`src/rtl/aer_event_dispatch_scheduler.sv`:
```
// -----------------------------------------------------------------------------
// aer_event_dispatch_scheduler
//
// Buffers merged AER events coming from the core event arbiter and dispatches
// each one to its destination core(s) over per-core 4-phase req/ack links.
// A normal event goes to the next core in the ring (source+1, wrapping). An
// event whose neuron address starts with 2'b01 is broadcast to every core.
//
// Ports
//   clk         in   single clock, rising edge
//   rst_n       in   asynchronous active-low reset
//   in_req      in   4-phase event request from the arbiter
//   in_addr     in   {src_core, neuron_addr}, stable while in_req=1
//   in_ack      out  event accepted into the FIFO (4-phase acknowledge)
//   dst_req     out  per-core request, one bit per core
//   dst_addr    out  neuron address shared by all destination links
//   dst_ack     in   per-core acknowledge
//   fifo_count  out  number of events currently held in the FIFO
//   busy        out  FIFO non-empty or a delivery still in progress
//
// Every output is driven straight from a flop.
// -----------------------------------------------------------------------------
module aer_event_dispatch_scheduler #(
  parameter int CORE_NUM      = 4,
  parameter int AER_OUT_WIDTH = 8,
  parameter int FIFO_DEPTH    = 8
) (
  input  logic                                      clk,
  input  logic                                      rst_n,
  input  logic                                      in_req,
  input  logic [AER_OUT_WIDTH+$clog2(CORE_NUM)-1:0] in_addr,
  output logic                                      in_ack,
  output logic [CORE_NUM-1:0]                       dst_req,
  output logic [AER_OUT_WIDTH-1:0]                  dst_addr,
  input  logic [CORE_NUM-1:0]                       dst_ack,
  output logic [$clog2(FIFO_DEPTH):0]               fifo_count,
  output logic                                      busy
);

  localparam int SRC_W   = $clog2(CORE_NUM);
  localparam int ENTRY_W = AER_OUT_WIDTH + SRC_W;
  localparam int PTR_W   = $clog2(FIFO_DEPTH);
  localparam int CNT_W   = PTR_W + 1;

  typedef enum logic {I_IDLE, I_ACK} in_state_t;
  typedef enum logic [1:0] {O_IDLE, O_REQ, O_WAIT} out_state_t;

  // Destination mask of one buffered entry: broadcast on prefix 01,
  // otherwise the next core in the ring.
  function automatic logic [CORE_NUM-1:0] route_mask(input logic [ENTRY_W-1:0] entry);
    logic [SRC_W-1:0]         src;
    logic [AER_OUT_WIDTH-1:0] na;
    int                       dst;
    src        = entry[ENTRY_W-1 -: SRC_W];
    na         = entry[AER_OUT_WIDTH-1:0];
    route_mask = '0;
    dst        = 0;
    if (na[AER_OUT_WIDTH-1 -: 2] == 2'b01) begin
      route_mask = {CORE_NUM{1'b1}};
    end else begin
      dst             = (int'(src) + 32'sd1) % CORE_NUM;
      route_mask[dst] = 1'b1;
    end
  endfunction

  logic [ENTRY_W-1:0]       mem_r [FIFO_DEPTH];
  logic [PTR_W-1:0]         wr_ptr_r;
  logic [PTR_W-1:0]         rd_ptr_r;
  logic [CNT_W-1:0]         cnt_r;
  in_state_t                in_state_r;
  out_state_t               out_state_r;
  logic                     in_ack_r;
  logic [CORE_NUM-1:0]      dst_req_r;
  logic [AER_OUT_WIDTH-1:0] dst_addr_r;
  logic [CORE_NUM-1:0]      mask_r;
  logic [CORE_NUM-1:0]      seen_r;
  logic                     busy_r;

  logic                     push_s;
  logic                     pop_s;
  logic [ENTRY_W-1:0]       head_s;
  logic [CORE_NUM-1:0]      head_mask_s;
  logic [CORE_NUM-1:0]      ack_hit_s;
  logic [CORE_NUM-1:0]      covered_s;
  logic [CNT_W-1:0]         cnt_nxt_s;

  assign in_ack     = in_ack_r;
  assign dst_req    = dst_req_r;
  assign dst_addr   = dst_addr_r;
  assign fifo_count = cnt_r;
  assign busy       = busy_r;

  // Push/pop decisions use the count before the edge, so a pop never frees
  // room for a write in the same cycle.
  always_comb begin
    push_s      = (in_state_r == I_IDLE) && in_req && (cnt_r < CNT_W'(FIFO_DEPTH));
    pop_s       = (out_state_r == O_IDLE) && (cnt_r != '0);
    head_s      = mem_r[rd_ptr_r];
    head_mask_s = route_mask(head_s);
    ack_hit_s   = dst_ack & mask_r;
    covered_s   = seen_r | ack_hit_s;
    case ({push_s, pop_s})
      2'b10:   cnt_nxt_s = cnt_r + CNT_W'(1);
      2'b01:   cnt_nxt_s = cnt_r - CNT_W'(1);
      default: cnt_nxt_s = cnt_r;
    endcase
  end

  // Event storage; contents need no reset since the count qualifies them.
  always_ff @(posedge clk) begin
    if (push_s) begin
      mem_r[wr_ptr_r] <= in_addr;
    end
  end

  // FIFO pointers and occupancy.
  always_ff @(posedge clk or negedge rst_n) begin
    if (!rst_n) begin
      wr_ptr_r <= '0;
      rd_ptr_r <= '0;
      cnt_r    <= '0;
    end else begin
      if (push_s) begin
        wr_ptr_r <= wr_ptr_r + PTR_W'(1);
      end
      if (pop_s) begin
        rd_ptr_r <= rd_ptr_r + PTR_W'(1);
      end
      cnt_r <= cnt_nxt_s;
    end
  end

  // Input handshake: one FIFO write per full 4-phase cycle on in_req/in_ack.
  always_ff @(posedge clk or negedge rst_n) begin
    if (!rst_n) begin
      in_state_r <= I_IDLE;
      in_ack_r   <= 1'b0;
    end else begin
      case (in_state_r)
        I_IDLE: begin
          if (push_s) begin
            in_ack_r   <= 1'b1;
            in_state_r <= I_ACK;
          end
        end
        I_ACK: begin
          if (!in_req) begin
            in_ack_r   <= 1'b0;
            in_state_r <= I_IDLE;
          end
        end
        default: begin
          in_ack_r   <= 1'b0;
          in_state_r <= I_IDLE;
        end
      endcase
    end
  end

  // Output dispatch: each targeted link completes independently; the event is
  // retired only once every targeted ack has been seen high and then low.
  // busy is computed from next-state values so it stays a registered output.
  always_ff @(posedge clk or negedge rst_n) begin
    if (!rst_n) begin
      out_state_r <= O_IDLE;
      dst_req_r   <= '0;
      dst_addr_r  <= '0;
      mask_r      <= '0;
      seen_r      <= '0;
      busy_r      <= 1'b0;
    end else begin
      case (out_state_r)
        O_IDLE: begin
          if (pop_s) begin
            dst_addr_r  <= head_s[AER_OUT_WIDTH-1:0];
            dst_req_r   <= head_mask_s;
            mask_r      <= head_mask_s;
            seen_r      <= '0;
            out_state_r <= O_REQ;
            busy_r      <= 1'b1;
          end else begin
            busy_r <= (cnt_nxt_s != '0);
          end
        end
        O_REQ: begin
          dst_req_r <= dst_req_r & ~ack_hit_s;
          seen_r    <= covered_s;
          busy_r    <= 1'b1;
          if (covered_s == mask_r) begin
            out_state_r <= O_WAIT;
          end
        end
        O_WAIT: begin
          if (ack_hit_s == '0) begin
            out_state_r <= O_IDLE;
            busy_r      <= (cnt_nxt_s != '0);
          end else begin
            busy_r <= 1'b1;
          end
        end
        default: begin
          out_state_r <= O_IDLE;
          dst_req_r   <= '0;
          busy_r      <= (cnt_nxt_s != '0);
        end
      endcase
    end
  end

endmodule

```
`config.mk`:
```
export PLATFORM = sky130hd
export DESIGN_NAME = aer_event_dispatch_scheduler
export DESIGN_NICKNAME = d
export VERILOG_FILES = /design/src/rtl/aer_event_dispatch_scheduler.sv
export SDC_FILE = /design/constraint.sdc
export NUM_CORES = 1
export LEC_CHECK = 0
export ABC_AREA = 1
export CAP_MARGIN = 30
export CELL_PAD_IN_SITES_DETAIL_PLACEMENT = 1
export CELL_PAD_IN_SITES_GLOBAL_PLACEMENT = 2
export CORE_MARGIN = 3
export CORE_UTILIZATION = 39
export CTS_BUF_LIST = sky130_fd_sc_hd__clkbuf_4
export DETAILED_ROUTE_END_ITERATION = 6
export MAX_ROUTING_LAYER = met4
export PLACE_DENSITY_LB_ADDON = 0.1
export SLEW_MARGIN = 15
export SYNTH_ARGS = -nofsm -noshare
export SYNTH_HDL_FRONTEND = slang
export SYNTH_SLANG_ARGS = --single-unit
```
`constraint.sdc`:
```
create_clock -name clk -period 2.8 [get_ports clk]
set_clock_uncertainty 0.15 [all_clocks]
set_input_delay 0.42 -clock clk [delete_from_list [all_inputs] [get_ports clk]]
set_output_delay 0.42 -clock clk [all_outputs]
set_load 0.01 [all_outputs]
```
Word-level counts from Yosys, hierarchy flattened
Memories as Yosys holds them, arrays and structs flattened.
Index checks and enable logic that the tools add are counted.
Word-level totals
  register bits after elaboration: 35
  bits in writable memories: 80
  input port bits: 17
  output and inout port bits: 18
  logic and storage cells: 75
  memories: 1
Memories
  mem_r: words 8, bits a word 10, read ports 1, clocked after memory_dff 0, write ports 1, line 66  | logic [ENTRY_W-1:0] mem_r [FIFO_DEPTH];
Cells by class
  add/subtract/negate cells: 5
  order comparisons: 3
  equality and inequality tests: 11
  muxes and demuxes: 22
  bitwise gates (word level): 7
  reductions and logical operators: 15
Operators by type and width (number)
  4-bit case mux with 2 select lines: 2
  4-bit two-way mux: 3
  4-bit case mux with 3 select lines: 1
  2-bit inequality test (second input constant): 5
  4-bit AND: 2
  1-bit two-way mux: 8
  2-bit AND reduction: 4
  4-bit nonzero test: 2
  3-bit by 1-bit adder with 3-bit output (second input constant): 2
  2-bit by 1-bit equality test with 1-bit output (second input constant): 3
  2-bit two-way mux: 3
  2-bit case mux with 3 select lines: 1
  4-bit by 1-bit adder with 4-bit output (second input constant): 1
  2-bit equality test (second input constant): 2
  4-bit equality test: 1
  1-bit logical AND: 4
  4-bit logical NOT: 1
  3-bit by 4-bit < comparator with 1-bit output (second input constant): 1
  4-bit < comparator (second input constant): 1
  4-bit NOT: 1
  4-bit bitwise OR: 1
  1-bit case mux with 2 select lines: 2
  4-bit by 1-bit subtractor with 4-bit output (second input constant): 1
  3-bit by 1-bit >= comparator with 1-bit output (second input constant): 1
  other kinds (9): 10

Longest topological paths before layout
Gate-level depths: netlist of run 1.
An unclocked memory read counts as a cell.
  word-level depth: 11
  mapped depth: 18
  gate-level depth less buffers: 16

Worst setup path before layout of run 1
Ideal clock, no wire load.
  path type: register -> register
  from: register cnt_r[2], in the netlist fifo_count[2]
  to: register busy_r, in the netlist busy
  library setup time: 0.125 ns
  arrival time: 2.212 ns
  data required time: 2.525 ns
  path slack: 0.312 ns
  cell stages (with the launch flop): 18
  buffers on the path: 2
  clock period less this slack: 2.488 ns
  path through: dfrtp_1 > nor2_1 > nand3_1 > nand2_2 > inv_2 > buf_6 > ha_1 > clkbuf_2 > nand2_1 > inv_1 > nor2_1 > ha_1 > nand2_1 > o21ai_0 > nor2_1 > nand3_1 > nor2_1 > nand3_1
On the way
  word-level cells in the longest chain between the ends: 7
  elaborated cells on any way between the ends: 13
  classes of those cells: add/sub: 2; order compare: 1; eq/ne: 2; mux: 4; reduce/logical: 4
RTL lines
  start, declared: line 69  | logic [CNT_W-1:0] cnt_r;
  start signal, assigned: line 129  | cnt_r <= cnt_nxt_s;
  4-bit < comparator / 4-bit nonzero test (equally long branches): line 96, 97
  1-bit logical AND (on tied branches): line 96, 97
  2-bit by 1-bit equality test with 1-bit output / 2-bit equality test (equally long branches): line 102  | case ({push_s, pop_s})
  4-bit case mux with 2 select lines (*): line 102
  via cnt_nxt_s[1]: line 85  | logic [CNT_W-1:0] cnt_nxt_s;
  4-bit nonzero test (*): line 182, 196, 204
  1-bit two-way mux (on tied branches): line 194, 174
  1-bit case mux with 3 select lines (*): line 172  | case (out_state_r)
  end signal, assigned: line 182  | busy_r <= (cnt_nxt_s != '0);
  end signal, assigned: line 196  | busy_r <= (cnt_nxt_s != '0);
  end signal, assigned: line 204  | busy_r <= (cnt_nxt_s != '0);
  end, declared: line 77  | logic busy_r;
Mark *: on every way through the listed nets, which the timed path passes. The rest lies on a longest branch.
A chain may end at the register's enable or synchronous reset.

Worst setup path in the final report of run 1
Ends and elaborated chain as after synthesis.

==> impl_metrics.yaml, run 1 <==
setup_path:
  critical_path.max_fanout: 6
  cpPeakStageDelay_ns: 0.46
  path_cells: "nor2_1 > nand3_1 > nand2_2 > inv_2 > ha_1 > nand2_1 > inv_1 > nor2_1 > ha_1 > nand2_1 > o21ai_0 > nor2_1 > nand3_1 > nor2_1 > nand3_1"
  rr_endpoint: "busy$_DFF_PN0_"
  crit_path_start_kind: "flop"
  critPathSlowestCell: "dfrtp_1"
  crit_path_frequent_cell: "nor2_1"
  worstSetupEndpointType: "flop"
  critical_path_arrival_ns: 2.69
  rrSetupSlack_ns: 0.39
  r2r_cells: 15
  r2r_start: "fifo_count[2]$_DFF_PN0_"
  cp.required_ns: 3.08
  critical_path_buf_inv_count: 2
  endpoint: "busy$_DFF_PN0_"
  crit_family: "simple AND/OR/NAND/NOR gates"
  path_class: "reg -> reg"
  worstSetupStartpoint: "fifo_count[2]$_DFF_PN0_"
  crit_cells: 15
timing:
  fmax_mhz: 416
  setup_viol: 0
  period_minus_slack_ns: 2.41
  period_share: 0.859
  hold_violations: 0
  maxSlewViolCount: 0
  rsz0062_at_grt: "false"
  finalSetupTns_ns: 0
  worst_pin_slew_ns: 0.826
  timing.max_slew.rel_slack: 0.449
layout:
  fill_cells: 1388
  multi_input_area_um2: 1390
  ff_latch_area_um2: 3280
  diodes: 0
  fin_util: 0.481
  final_cell_area_um2: 5870
  final_layout_size_suffix_gt1_frac: 0.0930
  nets: 568
  syn2layout_area_growth_pct: 18.3
  layoutNonFillerInstCount: 727
synthesis:
  yosys.area_share.adder: 0.0126
  synthCells: 492
  synth_top_area_share: 0.484
  syn-num-nets: 514
  ys_seq_area_frac: 0.661
  synthFlopType: "edfxtp_1"
  synth_top_area_cell: "edfxtp_1"
  synth_top_family_by_area: "simple AND/OR/NAND/NOR gates"
  yosysUniqueCellTypes: 26
  synth_edf_count: 80
  yosysMostFrequentCell: "nand2_1"
  synthesis.area_um2: 4960
  muxShareOfSynthArea: 0
  synth_xor_area_frac: 0.0159
  synth_compound_area_frac: 0.0668
  synthTopCellsByCount: "nand2_1 (126), edfxtp_1 (80), nor2_1 (60), inv_1 (53), o21ai_0 (40)"
  synth-seq-cells: 115
  synthTopCellsByArea: "edfxtp_1 (48%), dfrtp_1 (18%), nand2_1 (9.5%)"
  synth_area_per_cell_um2: 10.1
  yosys_warnings: 0
  synthSimpleGateAreaFrac: 0.185
  async_flop_share: 0.304
die:
  core_area_um2: 12200
  die_area_um2: 14100
  die_w_um: 119
  initial_core_util: 0.406
  fp-row-count: 40
  die_h_um: 119
  io_pins: 35
global_route:
  grt_pass1_vias: 3640
  antenna_found_initial: 0
  grt_first_pass_wirelength_um: 19200
  grt_max_degree: 42
  grt_usage: 0.185
  grt_overflow_total: 0
detailed_routing:
  dr.pass1.iters: 4
  wl_um: 11900
  drc: 0
  drt_iter0_markers: 196
  drtAntennaViolNets: 0
  vias: 3527
  wl_per_cell_um: 16.3
  viasPerCell: 4.85
cts:
  cts_tree: "done"
  numCtsBuffers: 17
  insertion_delay_ns: 0.54
  clk_pin_slew_ns: 0.11
  numClockSinks: 115
  cts_htree_levels: 4
  clockBufferDepth: 2
  root_buffer: "clkbuf_4"
placed_design:
  place_congestion: 0.815
  dp_cells: 694
  dpl_cell_area_um2: 5540
  hpwl_um: 7680
  port_buffers: 34
power_and_ir_drop:
  power_frac_clock: 0.347
  p_leak_uw: 0.00251
  vdd_drop_max_v: 0.000309
  p_total_uw: 3940
  internal-power_uw: 2920
  switching_share: 0.259
  p_comb_frac: 0.129
  switchingPower_uw: 1020
  p_per_area_nw_per_um2: 671
  p_seq_frac: 0.524
outcome:
  status: "complete, no violations"
job:
  cap_violations: 0
worst_hold_path:
  hp-class: "reg -> reg"
[power by group through the flow]
stage                     Combinational [µW]  Clock (µW)  Sequential (µW)
after floorplan                          270           0             2100
after global placement                   497           0             2100
after detailed placement                 518           0             2100
after CTS                                521        1410             2070
after global routing                     575        1480             2090
final                                    507        1370             2070
[worst min path at each step]
stage | cells after the start | slack, ns | start | endpoint
global route | 3 | 0.35 | in_req | in_state_r$_DFF_PN0_
CTS | 3 | 0.32 | dst_ack[1] | seen_r[1]$_DFFE_PN0P_
finish | 2 | 0.34 | dst_req[2]$_DFFE_PN0P_ | dst_req[2]$_DFFE_PN0P_
detailed placement | 2 | 0.32 | dst_req[2]$_DFFE_PN0P_ | dst_req[2]$_DFFE_PN0P_
global placement | 2 | 0.32 | dst_req[2]$_DFFE_PN0P_ | dst_req[2]$_DFFE_PN0P_
floorplan | 0 | -0.03 | rst_n | busy$_DFF_PN0_
[state kept, by name, summed over array words and instances (netlist names)]
| signal | flops |
|---|---|
| mem_r | 80 |
| dst_addr | 8 |
| dst_req | 4 |
| fifo_count | 4 |
| mask_r | 4 |
| seen_r | 4 |
| rd_ptr_r | 3 |
| wr_ptr_r | 3 |
| out_state_r | 2 |
| busy | 1 |
| in_ack | 1 |
| in_state_r | 1 |
[kinds of logic (layout without fill, tap and decap cells)]
kind of cell               count (synthesis)  in the layout
and+or+nand+nor                          227            227
DFF                                      115            115
buffers and inverters                     71            138
AOI/OAI and AO/OA                         65             65
xor gates and xnor gates                   9              9
adders and majority gates                  5              5
[placed cells by master, fill, tap and decap left out, types with 3 or more instances in the layout]
| master | netlist | layout |
|---|---|---|
| a21oi_1 | 6 | 6 |
| inv_1 | 53 | 53 |
| o21ai_1 | 16 | 16 |
| clkinvlp_4 | 0 | 3 |
| buf_4 | 2 | 16 |
| clkbuf_4 | 0 | 21 |
| nor2_1 | 60 | 60 |
| edfxtp_1 | 80 | 80 |
| clkdlybuf4s50_1 | 0 | 33 |
| o21ai_0 | 40 | 40 |
| ha_1 | 5 | 5 |
| xor2_1 | 7 | 7 |
| dfrtp_1 | 35 | 35 |
| nand2_1 | 126 | 126 |
| nand3_1 | 36 | 36 |
| bufinv_16 | 0 | 4 |
[layer usage]
| metal | vias to the layer above | wire length [µm] | track usage |
|---|---|---|---|
| met4 | 0 | 96 | 0.0695 |
| met1 | 1722 | 5390 | 0.230 |
| li1 | 1726 | - | - |
| met3 | 9 | 538 | 0.0478 |
| met2 | 70 | 5840 | 0.293 |
| met5 | - | 0 | - |
[final cells by class]
class | instances | area share
clock buffers | 21 | 0.0269
clock inverters | 11 | 0.0273
inverters | 55 | 0.0352
multi-input cells | 306 | 0.237
flip-flops and latches | 115 | 0.558
well taps | 168 | 0.0358
repair buffers | 51 | 0.0793
[through the flow]
stage | hold WS (ns) | worst slack, ns
2_1_floorplan | -0.0256 | 0.312
3_3_place_gp | 0.316 | 0.108
3_5_place_dp | 0.323 | 0.0502
4_1_cts | 0.323 | 0.402
5_1_grt | 0.351 | 0.106
6_report | 0.341 | 0.395
[worst register-to-register path: stages, from the launching register on]
cell and delay (ns):
dfrtp_1 0.46, nor2_1 0.20, nand3_1 0.11, nand2_2 0.09, inv_2 0.05, ha_1 0.20
nand2_1 0.07, inv_1 0.05, nor2_1 0.12, ha_1 0.25, nand2_1 0.07, o21ai_0 0.10
nor2_1 0.13, nand3_1 0.11, nor2_1 0.10, nand3_1 0.07
[timing repair]
action,4_1_cts,5_1_grt
hold buffers,1,0
setup buffers,0,0
gates resized for setup,0,0
endpoints found under the hold margin,35,0
No activity file was read; power rests on OpenSTA's default activity.
==> run 2: changes to the inputs <==
--- a/config.mk
+++ b/config.mk
@@ -6,9 +6,10 @@
 export NUM_CORES = 1
 export LEC_CHECK = 0
 export ABC_AREA = 1
-export CAP_MARGIN = 30
+export CAP_MARGIN = 20
 export CELL_PAD_IN_SITES_DETAIL_PLACEMENT = 1
 export CELL_PAD_IN_SITES_GLOBAL_PLACEMENT = 2
+export CORE_ASPECT_RATIO = 0.7
 export CORE_MARGIN = 3
 export CORE_UTILIZATION = 39
 export CTS_BUF_LIST = sky130_fd_sc_hd__clkbuf_4
==> run 2 against run 1 <==
  * Sequential power hardly changed
  * First-iteration DRC count is 32% higher
  * Sequential cell count stayed put
  * Register-to-register slack worse by 0.06 ns
  * Largest cell class unchanged
  * Sequential share of layout area is 0.49 points higher
  * Setup slack worse by 0.058 ns
  * Highest routed layer unchanged
  * Combinational power is 1% higher
  * Design area is 0.87% lower
==> impl_metrics.yaml, run 2 (same netlist as run 1, synthesis figures left out) <==
outcome:
  status: "complete, no violations"
detailed_routing:
  wl_um: 12100
  dr.pass1.iters: 4
  wl_per_cell_um: 16.9
  drt_iter0_markers: 259
  drtAntennaViolNets: 0
  vias: 3518
  drc: 0
  viasPerCell: 4.91
placed_design:
  place_congestion: 0.823
  port_buffers: 34
  hpwl_um: 8130
  dp_cells: 683
layout:
  nets: 568
  multi_input_area_um2: 1390
  syn2layout_area_growth_pct: 17.3
  final_layout_size_suffix_gt1_frac: 0.0966
  final_cell_mix: "nand2_1 (126), edfxtp_1 (80), nor2_1 (60)"
  fin_util: 0.483
  regMostFlops: "mem_r"
  fill_cells: 1380
  largest_reg_flops: 80
  ff_latch_area_um2: 3280
  layoutNonFillerInstCount: 717
  layout_commonest_cell: "nand2_1"
setup_path:
  path_class: "reg -> reg"
  worstSetupStartpoint: "fifo_count[2]$_DFF_PN0_"
  worstSetupEndpointType: "flop"
  critical_path.max_fanout: 6
  r2r_start: "fifo_count[2]$_DFF_PN0_"
  crit_path_start_kind: "flop"
  critical_path_arrival_ns: 2.73
  cp.required_ns: 3.07
timing:
  finalSetupTns_ns: 0
  timing.max_slew.rel_slack: 0.454
  period_minus_slack_ns: 2.46
  fmax_mhz: 406
  worst_pin_slew_ns: 0.819
  hold_violations: 0
  rsz0062_at_grt: "false"
  setup_viol: 0
  maxSlewViolCount: 0
  period_share: 0.880
die:
  fp-row-count: 33
  die_h_um: 100
  die_w_um: 141
  core_area_um2: 12100
  io_pins: 35
  die_area_um2: 14100
  initial_core_util: 0.412
cts:
  clk_pin_slew_ns: 0.13
  numCtsBuffers: 17
  insertion_delay_ns: 0.52
  clockBufferDepth: 2
  numClockSinks: 115
  cts_htree_levels: 4
  root_buffer: "clkbuf_4"
  cts_tree: "done"
global_route:
  grt_usage: 0.192
  antenna_found_initial: 0
  grt_first_pass_wirelength_um: 19800
  grt_max_degree: 42
  grt_overflow_total: 0
  grt_pass1_vias: 3743
power_and_ir_drop:
  vdd_drop_max_v: 0.000282
  p_leak_uw: 0.00248
  p_per_area_nw_per_um2: 650
job:
  cap_violations: 0
worst_hold_path:
  hp-class: "in -> async"
run 2: where the power goes:
part	switching, µW	total (µW)	internal (µW)	leakage [µW]
combinational	311	514	203	0.00120
sequential	91.7	2070	1980	0.00115
clock	736	1200	463	0.000138
total	1140	3780	2640	0.00248
run 2: final timing paths:
path	to	slack [ns]	cells past startpoint
setup / recovery	busy$_DFF_PN0_	0.34	15
hold / removal	seen_r[0]$_DFFE_PN0P_	0.37	2
setup reg to reg	busy$_DFF_PN0_	0.34	15
hold reg to reg	dst_req[2]$_DFFE_PN0P_	0.37	2
max in group asynchronous	fifo_count[0]$_DFF_PN0_	1.59	2
min in group clk	in_state_r$_DFF_PN0_	0.37	3
run 2: cell type report:
| cell class | instances | area share |
|---|---|---|
| Multi-Input combinational cell | 306 | 0.239 |
| Sequential cell | 115 | 0.563 |
| Tap cell | 157 | 0.0338 |
| Timing Repair Buffer | 51 | 0.0800 |
| Clock buffer | 17 | 0.0219 |
| Clock inverter | 15 | 0.0258 |
| Inverter | 55 | 0.0355 |
| Antenna cell | 1 | 0.000430 |
run 2: critical path: stages (launching register included):
cell,delay [ns]
dfrtp_1,0.48
nor2_1,0.17
nand3_1,0.10
nand2_2,0.08
inv_2,0.05
ha_1,0.21
nand2_1,0.08
inv_1,0.05
nor2_1,0.15
ha_1,0.27
nand2_1,0.06
o21ai_0,0.10
nor2_1,0.12
nand3_1,0.08
nor2_1,0.11
nand3_1,0.08
run 2: timing repair:
action,4_1_cts,5_1_grt
hold endpoints to repair,35,0
buffers inserted,0,0
resized for setup,0,0
hold buffers,1,0
run 2: per-stage QoR:
stage / hold WS [ns] / worst slack [ns] / cell area (µm²) / power, µW
6_report: 0.367 / 0.337 / 5820 / 3780
5_1_grt: 0.334 / 0.129 / 5820 / 3990
4_1_cts: 0.312 / 0.311 / 5820 / 3840
3_5_place_dp: 0.340 / -0.0176 / 5530 / 2630
3_3_place_gp: 0.316 / 0.132 / 5530 / 2600
2_1_floorplan: -0.0256 / 0.312 / 4960 / 2370
run 2: metal layers:
metal	share of wire	GRT usage
met5	0	-
met1	0.50	0.262
met4	0.0086	0.0536
met3	0.030	0.0457
met2	0.46	0.289
==> run 3: changes to the inputs <==
--- a/config.mk
+++ b/config.mk
@@ -6,6 +6,7 @@
 export NUM_CORES = 1
 export LEC_CHECK = 0
 export ABC_AREA = 1
+export ABC_CLOCK_PERIOD_IN_PS = 2800
 export CAP_MARGIN = 20
 export CELL_PAD_IN_SITES_DETAIL_PLACEMENT = 1
 export CELL_PAD_IN_SITES_GLOBAL_PLACEMENT = 2
@@ -16,6 +17,7 @@
 export DETAILED_ROUTE_END_ITERATION = 6
 export MAX_ROUTING_LAYER = met4
 export PLACE_DENSITY_LB_ADDON = 0.1
+export REMOVE_ABC_BUFFERS = 1
 export SLEW_MARGIN = 15
 export SYNTH_ARGS = -nofsm -noshare
 export SYNTH_HDL_FRONTEND = slang
==> run 3 against run 2 <==
  * Sequential share of layout area fell by 0.42 points
  * Largest cell class unchanged
  * Die area did not move
  * Combinational power barely moved
==> impl_metrics.yaml, run 3 (same netlist as run 1, synthesis figures left out) <==
outcome:
  status: "complete, no violations"
detailed_routing:
  vias: 3559
  drt_iter0_markers: 195
  wl_um: 12100
  viasPerCell: 4.97
  drtAntennaViolNets: 0
  drc: 0
  wl_per_cell_um: 16.9
  dr.pass1.iters: 5
setup_path:
  crit_path_start_kind: "flop"
  path_class: "reg -> reg"
  critical_path_arrival_ns: 2.76
  critical_path.max_fanout: 6
  cp.required_ns: 3.05
  worstSetupEndpointType: "flop"
global_route:
  grt_usage: 0.192
  antenna_found_initial: 0
  grt_overflow_total: 0
  grt_pass1_vias: 3702
  grt_first_pass_wirelength_um: 19800
  grt_max_degree: 42
timing:
  fmax_mhz: 398
  finalSetupTns_ns: 0
  rsz0062_at_grt: "false"
  period_share: 0.898
  hold_violations: 0
  timing.max_slew.rel_slack: 0.403
  setup_slack_ns: 0.285
  maxSlewViolCount: 0
  setup_viol: 0
  worst_pin_slew_ns: 0.896
  period_minus_slack_ns: 2.52
power_and_ir_drop:
  vdd_drop_max_v: 0.000292
  p_leak_uw: 0.00250
  p_per_area_nw_per_um2: 674
cts:
  numCtsBuffers: 17
  insertion_delay_ns: 0.50
  cts_tree: "done"
  cts-resized-gates: 0
  root_buffer: "clkbuf_4"
  clk_pin_slew_ns: 0.11
  numClockSinks: 115
  clockBufferDepth: 2
  cts_htree_levels: 4
  cts_setup_buffers: 0
placed_design:
  place_congestion: 0.778
  preCtsSetupSlack_ns: -0.0638
  hpwl_um: 7750
  port_buffers: 34
layout:
  largest_reg_flops: 80
  final_layout_size_suffix_gt1_frac: 0.0966
  syn2layout_area_growth_pct: 18.2
  layout_commonest_cell: "nand2_1"
  final_cell_mix: "nand2_1 (126), edfxtp_1 (80), nor2_1 (60)"
  regMostFlops: "mem_r"
  nets: 568
  diodes: 0
die:
  core_area_um2: 12100
  initial_core_util: 0.412
  fp-row-count: 33
  io_pins: 35
  die_area_um2: 14100
  die_w_um: 141
  die_h_um: 100
worst_hold_path:
  hp-class: "reg -> reg"
job:
  cap_violations: 0
[run 3: changes by cell type in the layout (fill, tap and decap cells not counted)]
cell / before / now
diode_2: 1 / 0
clkinvlp_4: 4 / 6
clkinv_4: 4 / 1
inv_6: 5 / 0
clkbuf_4: 17 / 18
clkinv_2: 0 / 3
inv_8: 1 / 0
bufinv_16: 1 / 4
[run 3: critical path, cell delays in order (launching register included)]
cell and delay (ns):
dfrtp_1 0.49, nor2_1 0.19, nand3_1 0.11, nand2_2 0.09, inv_2 0.04, ha_1 0.26
nand2_1 0.10, inv_1 0.05, nor2_1 0.12, ha_1 0.25, nand2_1 0.07, o21ai_0 0.11
nor2_1 0.12, nand3_1 0.08, nor2_1 0.10, nand3_1 0.07
[run 3: layer usage]
metal,track usage,up-vias,share of wire
li1,-,1732,-
met1,0.260,1754,0.50
met2,0.296,63,0.46
met3,0.0357,10,0.034
met4,0.0603,0,0.0068
met5,-,-,0
[run 3: timing repair]
action,4_1_cts,5_1_grt
setup endpoints to repair,0,0
hold buffers,1,0
endpoints found under the hold margin,35,0
[run 3: path summary, 6_finish.rpt]
| path | start | end | slack [ns] | depth (start not counted) |
|---|---|---|---|---|
| min in group asynchronous | rst_n | dst_addr[0]$_DFFE_PN0P_ | 0.42 | 2 |
| min reg2reg | dst_addr[7]$_DFFE_PN0P_ | dst_addr[7]$_DFFE_PN0P_ | 0.34 | 2 |
| max in group asynchronous | rst_n | rd_ptr_r[1]$_DFFE_PN0N_ | 1.50 | 2 |
| max | fifo_count[2]$_DFF_PN0_ | busy$_DFF_PN0_ | 0.28 | 15 |
| max reg2reg | fifo_count[2]$_DFF_PN0_ | busy$_DFF_PN0_ | 0.28 | 15 |
| min | dst_addr[7]$_DFFE_PN0P_ | dst_addr[7]$_DFFE_PN0P_ | 0.34 | 2 |
[run 3: power by group]
group          switching, µW  internal, µW  total [µW]
registers               93.7          1980        2070
clock network            659           713        1370
logic                    308           203         511
[run 3: final cells by class]
cell class | count | area [µm²]
multi-input cells | 306 | 1390
fillers | 1385 | 6190
clock buffers | 18 | 135
flip-flops and latches | 115 | 3280
well taps | 157 | 196
clock inverters | 14 | 189
repair buffers | 51 | 465
inverters | 55 | 206
[run 3: stage by stage]
| stage | area, µm² | cells | hold WS [ns] | utilization | power (µW) |
|---|---|---|---|---|---|
| after floorplan | 4880 | 476 | -0.0256 | - | 2370 |
| after global placement | 5530 | 683 | 0.318 | 0.459 | 2600 |
| after detailed placement | 5530 | 683 | 0.323 | 0.459 | 2630 |
| after CTS | 5860 | 716 | 0.326 | 0.486 | 4010 |
| after global routing | 5860 | 716 | 0.323 | 0.486 | 4160 |
| final | 5860 | 716 | 0.337 | 0.486 | 3950 |
